## config.mk

```make
export PLATFORM = sky130hd
export DESIGN_NAME = fifo_rd_stream
export DESIGN_NICKNAME = d
export VERILOG_FILES = /design/src/rtl/async_fifo_pkg.sv /design/src/rtl/fifo_hold_buf.sv /design/src/rtl/fifo_rd_stream.sv
export SDC_FILE = /design/constraint.sdc
export NUM_CORES = 1
export LEC_CHECK = 0
export ABC_AREA = 1
export ABC_CLOCK_PERIOD_IN_PS = 1960
export CORE_ASPECT_RATIO = 0.75
export CORE_MARGIN = 2
export CORE_UTILIZATION = 40
export DETAILED_ROUTE_END_ITERATION = 16
export MAX_ROUTING_LAYER = met4
export PLACE_DENSITY = 0.68
export SYNTH_ARGS = -nofsm -noshare
export SYNTH_HDL_FRONTEND = slang
export SYNTH_HIERARCHICAL = 1
export SYNTH_SLANG_ARGS = --single-unit
```

## constraint.sdc

```tcl
create_clock -name clk_rd -period 1.96 [get_ports clk_rd]
set_input_delay 0.196 -clock clk_rd [delete_from_list [all_inputs] [get_ports clk_rd]]
set_output_delay 0.196 -clock clk_rd [all_outputs]
set_load 0.01 [all_outputs]
```

## src/rtl/async_fifo_pkg.sv

```systemverilog
// Shared constants and types for the async_fifo read-side stream stage.
package async_fifo_pkg;

    localparam int unsigned RD_LATENCY = 1;
    localparam int unsigned BUF_DEPTH  = 2;

    typedef logic [1:0] level_t;

endpackage

```

## src/rtl/fifo_hold_buf.sv

```systemverilog
// Two-entry register FIFO holding prefetched words ahead of the stream port.
module fifo_hold_buf
    import async_fifo_pkg::*;
#(
    parameter int unsigned Width = 8
) (
    input  logic             clk,
    input  logic             rst,
    input  logic             push,
    input  logic [Width-1:0] push_data,
    input  logic             pop,
    input  logic             flush,
    output logic [Width-1:0] data,
    output level_t           count
);

    logic [Width-1:0] mem [BUF_DEPTH];
    logic             head;
    logic             tail;

    // Storage, pointers and occupancy; flush clears the pointers and count.
    always_ff @(posedge clk or posedge rst) begin
        if (rst) begin
            for (int i = 0; i < int'(BUF_DEPTH); i++) begin
                mem[i] <= '0;
            end
            head  <= 1'b0;
            tail  <= 1'b0;
            count <= '0;
        end else if (flush) begin
            head  <= 1'b0;
            tail  <= 1'b0;
            count <= '0;
        end else begin
            assert (!(push && !pop && count == level_t'(BUF_DEPTH)));
            assert (!(pop && count == '0));
            if (push) begin
                mem[tail] <= push_data;
                tail      <= tail + 1'b1;
            end
            if (pop) begin
                head <= head + 1'b1;
            end
            count <= count + level_t'(push) - level_t'(pop);
        end
    end

    assign data = mem[head];

endmodule

```

## src/rtl/fifo_rd_stream.sv

```systemverilog
// Converts the async_fifo registered-read port into a full-throughput valid/ready stream.
module fifo_rd_stream
    import async_fifo_pkg::*;
#(
    parameter int unsigned Width    = 8,
    parameter int unsigned BufDepth = BUF_DEPTH
) (
    input  logic             clk_rd,
    input  logic             rst,
    output logic             o_fifo_rd_en,
    input  logic             i_fifo_empty,
    input  logic [Width-1:0] i_fifo_rd_data,
    input  logic             i_flush,
    output logic             o_valid,
    output logic [Width-1:0] o_data,
    input  logic             i_ready,
    output logic [1:0]       o_level
);

    level_t     occ;
    logic       inflight;
    logic       pop;
    logic       land;
    logic [2:0] demand;

    assign pop  = o_valid & i_ready;
    assign land = inflight & ~i_flush;

    // Slots already committed after this cycle's pop; the i_ready path here is what sustains 1 word/cycle.
    assign demand       = 3'(occ) + 3'(inflight) - 3'(pop);
    assign o_fifo_rd_en = ~rst & ~i_fifo_empty & ~i_flush & (demand < 3'(BufDepth));

    // A read issued this cycle returns its word on the next cycle.
    always_ff @(posedge clk_rd or posedge rst) begin
        if (rst) begin
            inflight <= 1'b0;
        end else begin
            inflight <= o_fifo_rd_en;
        end
    end

    fifo_hold_buf #(
        .Width (Width)
    ) u_hold_buf (
        .clk       (clk_rd),
        .rst       (rst),
        .push      (land),
        .push_data (i_fifo_rd_data),
        .pop       (pop),
        .flush     (i_flush),
        .data      (o_data),
        .count     (occ)
    );

    assign o_valid = (occ != '0);
    assign o_level = occ;

endmodule

```

==> run_results.csv, run 1 <==
group,metric,value,unit
status,status,"complete, but fails checks",
status,violations,"negative setup slack",
timing,fin_worst_skew,0.002334,ns
synth,yosys-top-cells-count,"nand2_1, dfrtp_1, inv_1, o21ai_2, mux2_2",
cts,clk_latency,0.26,ns
final_layout,fin_cells,181,
routing,drtAntennaViolNets,0,
power_and_ir_drop,p_total,1.760,mW
global_route,grt_pass1_vias,874,
final_layout,antenna_cells,0,
routing,vias_per_cell,4.541,
worst_setup_path,criticalPathCategory,"reg -> out",
synth,yosysSeqAreaShare,47.14,%
timing,setup_viol,2,
routing,drtPass1Iterations,4,
worst_setup_path,cp_slowest_cell,"fa_1",
timing,timing.fmax,408.5,MHz
global_route,grt_max_degree,21,
timing,drv_slew,0,
worst_setup_path,cp_max_fo,2,
global_route,grt_pass1_wl,3663,microns
global_route,overflow,0,
synth,yosys-top-cells-area,"dfrtp_1, o21ai_2, mux2_2",
worst_setup_path,startpoint_type,"flip-flop",
final_layout,nets,163,
min_path,hp-class,"in -> async",
timing,hold_ws,0.1219,ns
global_route,antenna_found_initial,0,
floorplan,die_area,3230,sq um
floorplan,core_area,2623,sq um
timing,timing.final.crit_share,124.9,%
floorplan,io_pins,25,
worst_setup_path,rrSetupSlack,-0.06,ns
synth,synth_flop_cell,"dfrtp_1",
placement,gp_congestion,0.7014,
floorplan,fp.dieW,64.96,microns
synth,ys_ff_latch,21,
floorplan,start_util,42.51,%
floorplan,num_rows,16,
worst_setup_path,required,1.76,ns
routing,wirelength,2061,microns
timing,tightest_slew,0.7477,ns
timing,tns,-0.5457,ns
cts,clk_pin_slew,0.08,ns
synth,synth_edf_count,0,
cts,cts_hold_buf,0,
synth,yosysTopAreaCellShare,47.14,%
worst_setup_path,critPathArrivalTime,2.25,ns
routing,dr.first_iter.drc_count,33,
timing,relSlewSlack,50.10,%
final_layout,utilization,56.11,%
worst_setup_path,endpoint_kind,"primary output",
final_layout,areaGrowthSynthToFinish,31.99,%
floorplan,die_h,49.72,microns
synth,syn_area,1115,sq um
synth,synth.avg_cell_area,9.866,sq um
power_and_ir_drop,irDropWorstVdd,0.0005774,V
cts,cts-root-buf,"clkbuf_8",
timing,hold_viol,0,
routing,wire_per_inst,11.39,microns
placement,portBuffers,24,
timing,worst_slack,-0.4880,ns
placement,pre_cts_slack,-0.8202,ns
cts,cts_tree,"yes",
synth,synth-async-reset-ratio,100.0,%
placement,dpl.cell_count,176,
cts,cts.sinks,21,
power_and_ir_drop,p_leak,0.7302,nW
cts,cts_buffers,3,
global_route,grt_use_total,15.62,%
synth,synthesis.nets,130,
final_layout,drive_above_1_share,29.66,%
cts,clock_path_buffers,2,
routing,vias,822,
power_and_ir_drop,power_density,1196,nW/um^2
routing,drc_errors,0,
synth,yosys_warnings,6,
synth,synth_top_cell_by_area,"dfrtp_1",
worst_setup_path,slowest_delay,0.48,ns
placement,place_area,1421,sq um
synth,synthCells,113,
timing,finalCriticalPeriod,2.448,ns
synth,synth.most_common_cell,"nand2_1",
worst_setup_path,cp_cell_sequence,"o21a_1 > ha_1 > or2_1 > fa_1 > inv_1 > nor2_1 > nand2_1 > nor2_2 > buf_2",
final_layout,design_area,1471,sq um
timing,rsz0062_at_grt,"yes",
cts,htreeDepth,1,
synth,ys_types,19,
flow_run,maxCapViolCount,0,
placement,place.detailed.hpwl,1590,microns
[cell usage in the layout, fill, tap and decap left out]
| cell type | count |
|---|---|
| nand2_1 | 24 |
| clkdlybuf4s50_1 | 23 |
| inv_1 | 20 |
| dfrtp_1 | 19 |
| o21ai_2 | 16 |
| mux2_2 | 8 |
| buf_4 | 7 |
| nor2_1 | 5 |
| ha_1 | 3 |
| clkbuf_8 | 3 |
| o21ai_0 | 2 |
| a21oi_1 | 2 |
| dfrtp_2 | 2 |
| or2_1 | 1 |
| nor2_2 | 1 |
| o21a_1 | 1 |
| fa_1 | 1 |
| clkinv_2 | 1 |
| buf_2 | 1 |
| inv_2 | 1 |
| nand3b_4 | 1 |
| nand3_4 | 1 |
| nand2_2 | 1 |
| nand3_1 | 1 |
[logic make-up after synthesis]
family                   count (synthesis)  share of synthesized area, %
multiplexers                             8                         8.081
flip-flops                              21                         47.14
buffers and inverters                   24                         9.539
adder cells (fa/ha/maj)                  4                         5.163
AND/OR/NAND/NOR                         35                         15.04
AO/OA/AOI/OAI                           21                         15.04
[power by group]
part | internal [mW] | switching (mW)
registers | 0.557 | 0.0817
clock network | 0.141 | 0.137
logic | 0.484 | 0.359
total | 1.18 | 0.577
[metal layers]
metal	wire (microns)	global-route usage, %	up-vias
met4	23	5.319	0
met1	884	16.25	395
li1	-	-	416
met5	0	-	-
met3	60	4.338	2
met2	1094	28.35	9
[layout make-up]
| cell class | instances | area [sq um] |
|---|---|---|
| fill | 229 | 1151 |
| sequential | 21 | 528.0 |
| multi-input combinational | 68 | 485.5 |
| timing repair buffer | 31 | 287.8 |
| inverter | 21 | 78.83 |
| tap | 36 | 45.04 |
| clock buffer | 3 | 41.29 |
| clock inverter | 1 | 5.005 |
[registers in the layout, summed over array words and instances (netlist names)]
register,cells
u_hold_buf/mem,16
u_hold_buf/count,2
inflight,1
u_hold_buf/head,1
u_hold_buf/tail,1
[worst max-delay path: cells and delay by family, from the launching register on]
family | cells | cell delay (ns)
fa+ha+maj | 2 | 0.74
flops | 1 | 0.41
compound gates | 1 | 0.19
simple gates | 4 | 0.49
buf+inv | 2 | 0.18
[worst paths after layout]
| kind | start | to | depth (start not counted) |
|---|---|---|---|
| worst max-delay path | u_hold_buf/count[1] | o_fifo_rd_en | 9 |
| worst min-delay path | rst | inflight | 2 |
| worst max register to register | u_hold_buf/count[1] | inflight | 9 |
| worst min register to register | u_hold_buf/mem[7] | u_hold_buf/mem[7] | 2 |
| max in group asynchronous | rst | u_hold_buf/count[1] | 2 |
| min in group clk_rd | u_hold_buf/mem[7] | u_hold_buf/mem[7] | 2 |
[what timing repair did]
action                     4_1_cts  5_1_grt
buffers inserted                 0        1
pin swaps                        2        1
setup endpoints to repair        1       10
gates resized for setup          4        1
(Power assumes the default switching activity.)
==> inputs of run 2 (changes only) <==
--- a/config.mk
+++ b/config.mk
@@ -11,6 +11,7 @@
 export CORE_MARGIN = 2
 export CORE_UTILIZATION = 40
 export DETAILED_ROUTE_END_ITERATION = 16
+export HOLD_SLACK_MARGIN = 0.08
 export MAX_ROUTING_LAYER = met4
 export PLACE_DENSITY = 0.68
 export SYNTH_ARGS = -nofsm -noshare
==> constraint.sdc (replaced) <==
create_clock -name clk_rd -period 1.96 [get_ports clk_rd]
set_input_delay 0.196 -clock clk_rd [delete_from_list [all_inputs] [get_ports clk_rd]]
set_output_delay 0.196 -clock clk_rd [all_outputs]
set_load 0.02 [all_outputs]
==> run_results.csv, run 2 (synthesis results as in run 1) <==
group,metric,value,unit
status,status,"complete, but fails checks",
status,violations,"negative setup slack",
routing,wirelength,2068,microns
final_layout,top_register,"u_hold_buf/mem",
routing,vias,832,
power_and_ir_drop,p_leak,0.7467,nW
final_layout,fin_cells,184,
global_route,grt_pass1_wl,3622,microns
timing,hold_ws,0.1404,ns
global_route,use_met3,2.740,%
global_route,globalRouteMet1Util,18.41,%
power_and_ir_drop,irDropWorstVdd,0.0005464,V
timing,hold_viol,0,
cts,clock_path_buffers,2,
global_route,antenna_found_initial,0,
routing,wire_per_inst,11.24,microns
routing,drc_errors,0,
power_and_ir_drop,power_density,1251,nW/um^2
cts,clk_latency,0.26,ns
worst_setup_path,criticalPathCategory,"reg -> out",
final_layout,largestRegisters,"u_hold_buf/mem: 16 flops, u_hold_buf/count: 2 flops",
worst_setup_path,cp_slowest_cell,"fa_1",
cts,cts.sinks,21,
routing,dr.first_iter.drc_count,24,
worst_setup_path,slowest_delay,0.48,ns
cts,cts-root-buf,"clkbuf_8",
global_route,grt_pass1_vias,844,
cts,htreeDepth,1,
worst_setup_path,endpoint_kind,"primary output",
worst_setup_path,startpoint_type,"flip-flop",
timing,tightest_slew,0.5723,ns
cts,clk_pin_slew,0.07,ns
floorplan,core_area,2623,sq um
timing,setup_viol,2,
routing,drtAntennaViolNets,0,
global_route,grt_use_total,14.94,%
timing,timing.final.crit_share,127.7,%
min_path,hp-class,"in -> async",
routing,vias_per_cell,4.522,
routing,drtPass1Iterations,4,
placement,place.detailed.hpwl,1515,microns
global_route,met2_usage,25.26,%
placement,portBuffers,24,
flow_run,maxCapViolCount,0,
floorplan,io_pins,25,
placement,dpl.cell_count,177,
timing,drv_slew,0,
final_layout,antenna_cells,0,
timing,finalCriticalPeriod,2.502,ns
final_layout,largest_reg_flops,16,
floorplan,start_util,42.51,%
final_layout,layout_common_cells,"nand2_1, clkdlybuf4s50_1, inv_1, dfrtp_1, o21ai_2",
power_and_ir_drop,p_total,1.891,mW
worst_setup_path,cp_max_fo,2,
timing,timing.fmax,399.7,MHz
cts,cts_tree,"yes",
worst_setup_path,required,1.76,ns
final_layout,drive_above_1_share,33.11,%
global_route,overflow,0,
floorplan,die_h,49.72,microns
floorplan,die_area,3230,sq um
final_layout,fill_cells,224,
timing,fin_worst_skew,0.002369,ns
final_layout,nets,166,
worst_setup_path,cp_cell_sequence,"o21a_1 > ha_1 > or2_1 > fa_1 > inv_1 > nor2_2 > nand2_2 > nor2_4 > buf_6",
floorplan,num_rows,16,
timing,rsz0062_at_grt,"yes",
placement,gp_congestion,0.7214,
floorplan,fp.dieW,64.96,microns
global_route,grt_max_degree,18,
timing,worst_slack,-0.5421,ns
final_layout,areaGrowthSynthToFinish,35.58,%
global_route,busiest_layer,"met2",
cts,cts_buffers,3,
worst_setup_path,critPathArrivalTime,2.31,ns
timing,relSlewSlack,61.81,%
==> run 2: cell count changes in the layout (fill, tap and decap cells not counted), sizes merged <==
cell / before / now
buf: 8 / 11
==> run 2: critical path: cells and delay by family, from the launching register on <==
kind / cells / cell delay [ns]
and+or+nand+nor: 4 / 0.53
adders and majority gates: 2 / 0.74
AOI/OAI and AO/OA: 1 / 0.21
buffers and inverters: 2 / 0.17
DFF: 1 / 0.41
==> run 2: worst paths after layout <==
kind | slack [ns] | to | startpoint | cells past startpoint
max in group asynchronous | 1.09 | u_hold_buf/mem[15] | rst | 3
hold / removal | 0.14 | inflight | rst | 2
setup reg to reg | -0.21 | inflight | u_hold_buf/count[1] | 10
setup / recovery | -0.54 | o_fifo_rd_en | u_hold_buf/count[1] | 9
hold reg to reg | 0.48 | u_hold_buf/mem[2] | u_hold_buf/mem[2] | 2
min in group clk_rd | 0.48 | u_hold_buf/mem[2] | u_hold_buf/mem[2] | 2
==> run 2: final cells by class <==
| class | instances | area [sq um] | share of cell area [%] |
|---|---|---|---|
| multi-input cells | 68 | 495.5 | 32.78 |
| inverters | 21 | 78.83 | 5.215 |
| clock inverters | 1 | 5.005 | 0.3311 |
| flip-flops and latches | 21 | 529.3 | 35.02 |
| repair buffers | 34 | 316.6 | 20.94 |
| clock buffers | 3 | 41.29 | 2.732 |
| well taps | 36 | 45.04 | 2.980 |
==> run 2: repair_timing <==
| action | CTS | global route |
|---|---|---|
| pin swaps | 1 | 4 |
| setup endpoints to repair | 10 | 2 |
| resized for setup | 7 | 2 |
| setup buffers | 2 | 1 |
| hold buffers | 0 | 0 |
==> run 2: power breakdown <==
part,internal [mW],switching (mW)
sequential,0.558,0.0819
combinational,0.508,0.466
clock,0.141,0.136
total,1.21,0.683
==> run 2: metal layers <==
layer	vias to the layer above	part of all wire [%]
met2	20	48
met1	378	47
met5	-	0
met4	0	2.1
li1	428	-
met3	6	3.2
==> run 2: stage by stage <==
step / setup TNS, ns / util, % / area, sq um / setup slack, ns
floorplan: -0.3633 / - / 1125 / -0.2325
global placement: -0.9801 / 54.72 / 1435 / -0.8533
detailed placement: -1.089 / 54.72 / 1435 / -0.9075
CTS: -0.6841 / 57.16 / 1499 / -0.5519
global route: -0.9054 / 57.63 / 1511 / -0.6249
finish: -0.7488 / 57.63 / 1511 / -0.5421
==> inputs of run 3 (changes only) <==
--- a/config.mk
+++ b/config.mk
@@ -6,14 +6,16 @@
 export NUM_CORES = 1
 export LEC_CHECK = 0
 export ABC_AREA = 1
-export ABC_CLOCK_PERIOD_IN_PS = 1960
+export ABC_CLOCK_PERIOD_IN_PS = 3070
+export CELL_PAD_IN_SITES_DETAIL_PLACEMENT = 1
+export CELL_PAD_IN_SITES_GLOBAL_PLACEMENT = 2
 export CORE_ASPECT_RATIO = 0.75
 export CORE_MARGIN = 2
-export CORE_UTILIZATION = 40
+export CORE_UTILIZATION = 32
 export DETAILED_ROUTE_END_ITERATION = 16
 export HOLD_SLACK_MARGIN = 0.08
 export MAX_ROUTING_LAYER = met4
-export PLACE_DENSITY = 0.68
+export PLACE_DENSITY_LB_ADDON = 0.1
 export SYNTH_ARGS = -nofsm -noshare
 export SYNTH_HDL_FRONTEND = slang
 export SYNTH_HIERARCHICAL = 1
==> constraint.sdc (replaced) <==
create_clock -name clk_rd -period 3.07 [get_ports clk_rd]
set_input_delay 0.307 -clock clk_rd [delete_from_list [all_inputs] [get_ports clk_rd]]
set_output_delay 0.307 -clock clk_rd [all_outputs]
set_load 0.02 [all_outputs]
==> run_results.csv, run 3 (synthesis results as in run 1) <==
group,metric,value,unit
timing,setup_viol,0,
placement,dpl.cell_count,176,
cts,clk_pin_slew,0.07,ns
global_route,grt_use_total,13.34,%
timing,rsz0062_at_grt,"no",
timing,fin_worst_skew,0.004081,ns
timing,timing.fmax,353.2,MHz
min_path,hp-class,"in -> async",
worst_setup_path,required,2.76,ns
final_layout,fin_cells,180,
worst_setup_path,criticalPathCategory,"in -> out",
cts,cts_buffers,3,
worst_setup_path,crit-reg2reg-launch,"u_hold_buf/count[1]",
timing,hold_viol,0,
power_and_ir_drop,irDropWorstVdd,0.0003394,V
floorplan,num_rows,18,
worst_setup_path,slowest_delay,0.48,ns
final_layout,top_register,"u_hold_buf/mem",
timing,timing.final.crit_share,92.23,%
worst_setup_path,crit_top_cell,"nor2_1",
cts,cts_tree,"yes",
flow_run,maxCapViolCount,0,
floorplan,die_area,3977,sq um
routing,drtPass1Iterations,4,
final_layout,areaGrowthSynthToFinish,28.84,%
floorplan,die_h,55.12,microns
global_route,overflow,0,
routing,vias,807,
global_route,grt_pass1_wl,3822,microns
power_and_ir_drop,p_leak,0.7088,nW
routing,drtAntennaViolNets,0,
final_layout,nets,158,
floorplan,fp.dieW,72.16,microns
power_and_ir_drop,p_total,1.163,mW
power_and_ir_drop,power_density,809.9,nW/um^2
final_layout,largest_reg_flops,16,
final_layout,drive_above_1_share,23.57,%
global_route,antenna_found_initial,0,
final_layout,antenna_cells,0,
cts,cts-root-buf,"clkbuf_8",
worst_setup_path,cp_slowest_cell,"fa_1",
timing,drv_slew,0,
final_layout,largestRegisters,"u_hold_buf/mem: 16 flops, u_hold_buf/count: 2 flops",
routing,wirelength,2307,microns
global_route,grt_max_degree,21,
cts,cts.sinks,21,
timing,relSlewSlack,47.79,%
floorplan,core_area,3311,sq um
final_layout,layout_common_cells,"nand2_1, clkdlybuf4s50_1, dfrtp_1, inv_1, o21ai_2",
timing,tns,0,ns
worst_setup_path,reg2reg_to,"inflight",
worst_setup_path,startpoint_type,"input port",
timing,finalCriticalPeriod,2.831,ns
global_route,grt_pass1_vias,810,
placement,place_area,1393,sq um
routing,dr.first_iter.drc_count,26,
worst_setup_path,cp_cell_sequence,"clkdlybuf4s50_1 > o21a_1 > ha_1 > or2_1 > fa_1 > inv_1 > nor2_1 > nand2_1 > nor2_1 > dlygate4sd2_1",
final_layout,utilization,43.39,%
worst_setup_path,endpoint_kind,"primary output",
routing,vias_per_cell,4.483,
final_layout,fill_cells,376,
timing,tightest_slew,0.7823,ns
final_layout,design_area,1436,sq um
cts,clock_path_buffers,2,
worst_setup_path,worstRegToRegCells,8,
worst_setup_path,rrSetupSlack,1.08,ns
worst_setup_path,cp_max_fo,2,
final_layout,layout_commonest_cell,"nand2_1",
placement,place.detailed.hpwl,1756,microns
cts,clk_latency,0.26,ns
placement,gp_congestion,0.7022,
status,status,"finished clean",
cts,htreeDepth,1,
placement,portBuffers,24,
floorplan,start_util,33.67,%
worst_setup_path,critPathArrivalTime,2.52,ns
floorplan,io_pins,25,
routing,drc_errors,0,
routing,wire_per_inst,12.82,microns
==> run 3: how the worst max path moves through the flow <==
| stage | startpoint | endpoint | cells past startpoint |
|---|---|---|---|
| 6_report | i_ready | o_fifo_rd_en | 10 |
| 5_1_grt | u_hold_buf/count[1] | o_fifo_rd_en | 9 |
| 4_1_cts | u_hold_buf/count[0] | o_fifo_rd_en | 9 |
| 3_5_place_dp | i_ready | o_fifo_rd_en | 10 |
| 3_3_place_gp | i_ready | o_fifo_rd_en | 10 |
| 2_1_floorplan | u_hold_buf/count[1] | o_fifo_rd_en | 8 |
==> run 3: layout make-up <==
| type | count | area, sq um | share of cell area [%] |
|---|---|---|---|
| tap | 40 | 50.05 | 3.484 |
| sequential | 21 | 525.5 | 36.59 |
| inverter | 21 | 78.83 | 5.488 |
| timing repair buffer | 26 | 254.0 | 17.68 |
| multi-input combinational | 68 | 483.0 | 33.62 |
| clock buffer | 4 | 45.04 | 3.136 |
==> run 3: per-stage QoR <==
step	setup WS, ns	hold slack, ns
2_1_floorplan	0.5875	0.03571
3_3_place_gp	-0.003313	0.4581
3_5_place_dp	-0.07982	0.4700
4_1_cts	0.1886	0.2253
5_1_grt	0.04624	0.2428
6_report	0.2386	0.2273
==> run 3: what timing repair did <==
action | in CTS | in global routing
setup endpoints to repair | 1 | 0
endpoints found under the hold margin | 0 | 0
setup buffers | 0 | 0
hold buffers | 0 | 0
resized for setup | 1 | 0
==> run 3: report_power, final <==
group          switching (mW)  total (mW)  internal (mW)  leakage (nW)
logic                   0.280       0.571          0.290         0.405
registers              0.0560       0.410          0.354         0.281
clock network          0.0900       0.182         0.0924        0.0228
total                   0.426        1.16          0.737         0.709
==> run 3: critical path: cells and delay by family <==
kind	cells	cell delay [ns]
AO/OA/AOI/OAI	1	0.14
buffers and inverters	3	0.85
adder cells (fa/ha/maj)	2	0.70
AND/OR/NAND/NOR	4	0.53
==> run 3: routing by layer <==
layer | track usage (%) | share of wire, % | wire length [microns] | up-vias
li1 | - | - | - | 406
met2 | 21.41 | 48 | 1113 | 14
met4 | 3.774 | 0.78 | 18 | 0
met3 | 3.804 | 4.0 | 92 | 2
met5 | - | 0 | 0 | -
met1 | 16.70 | 47 | 1082 | 385
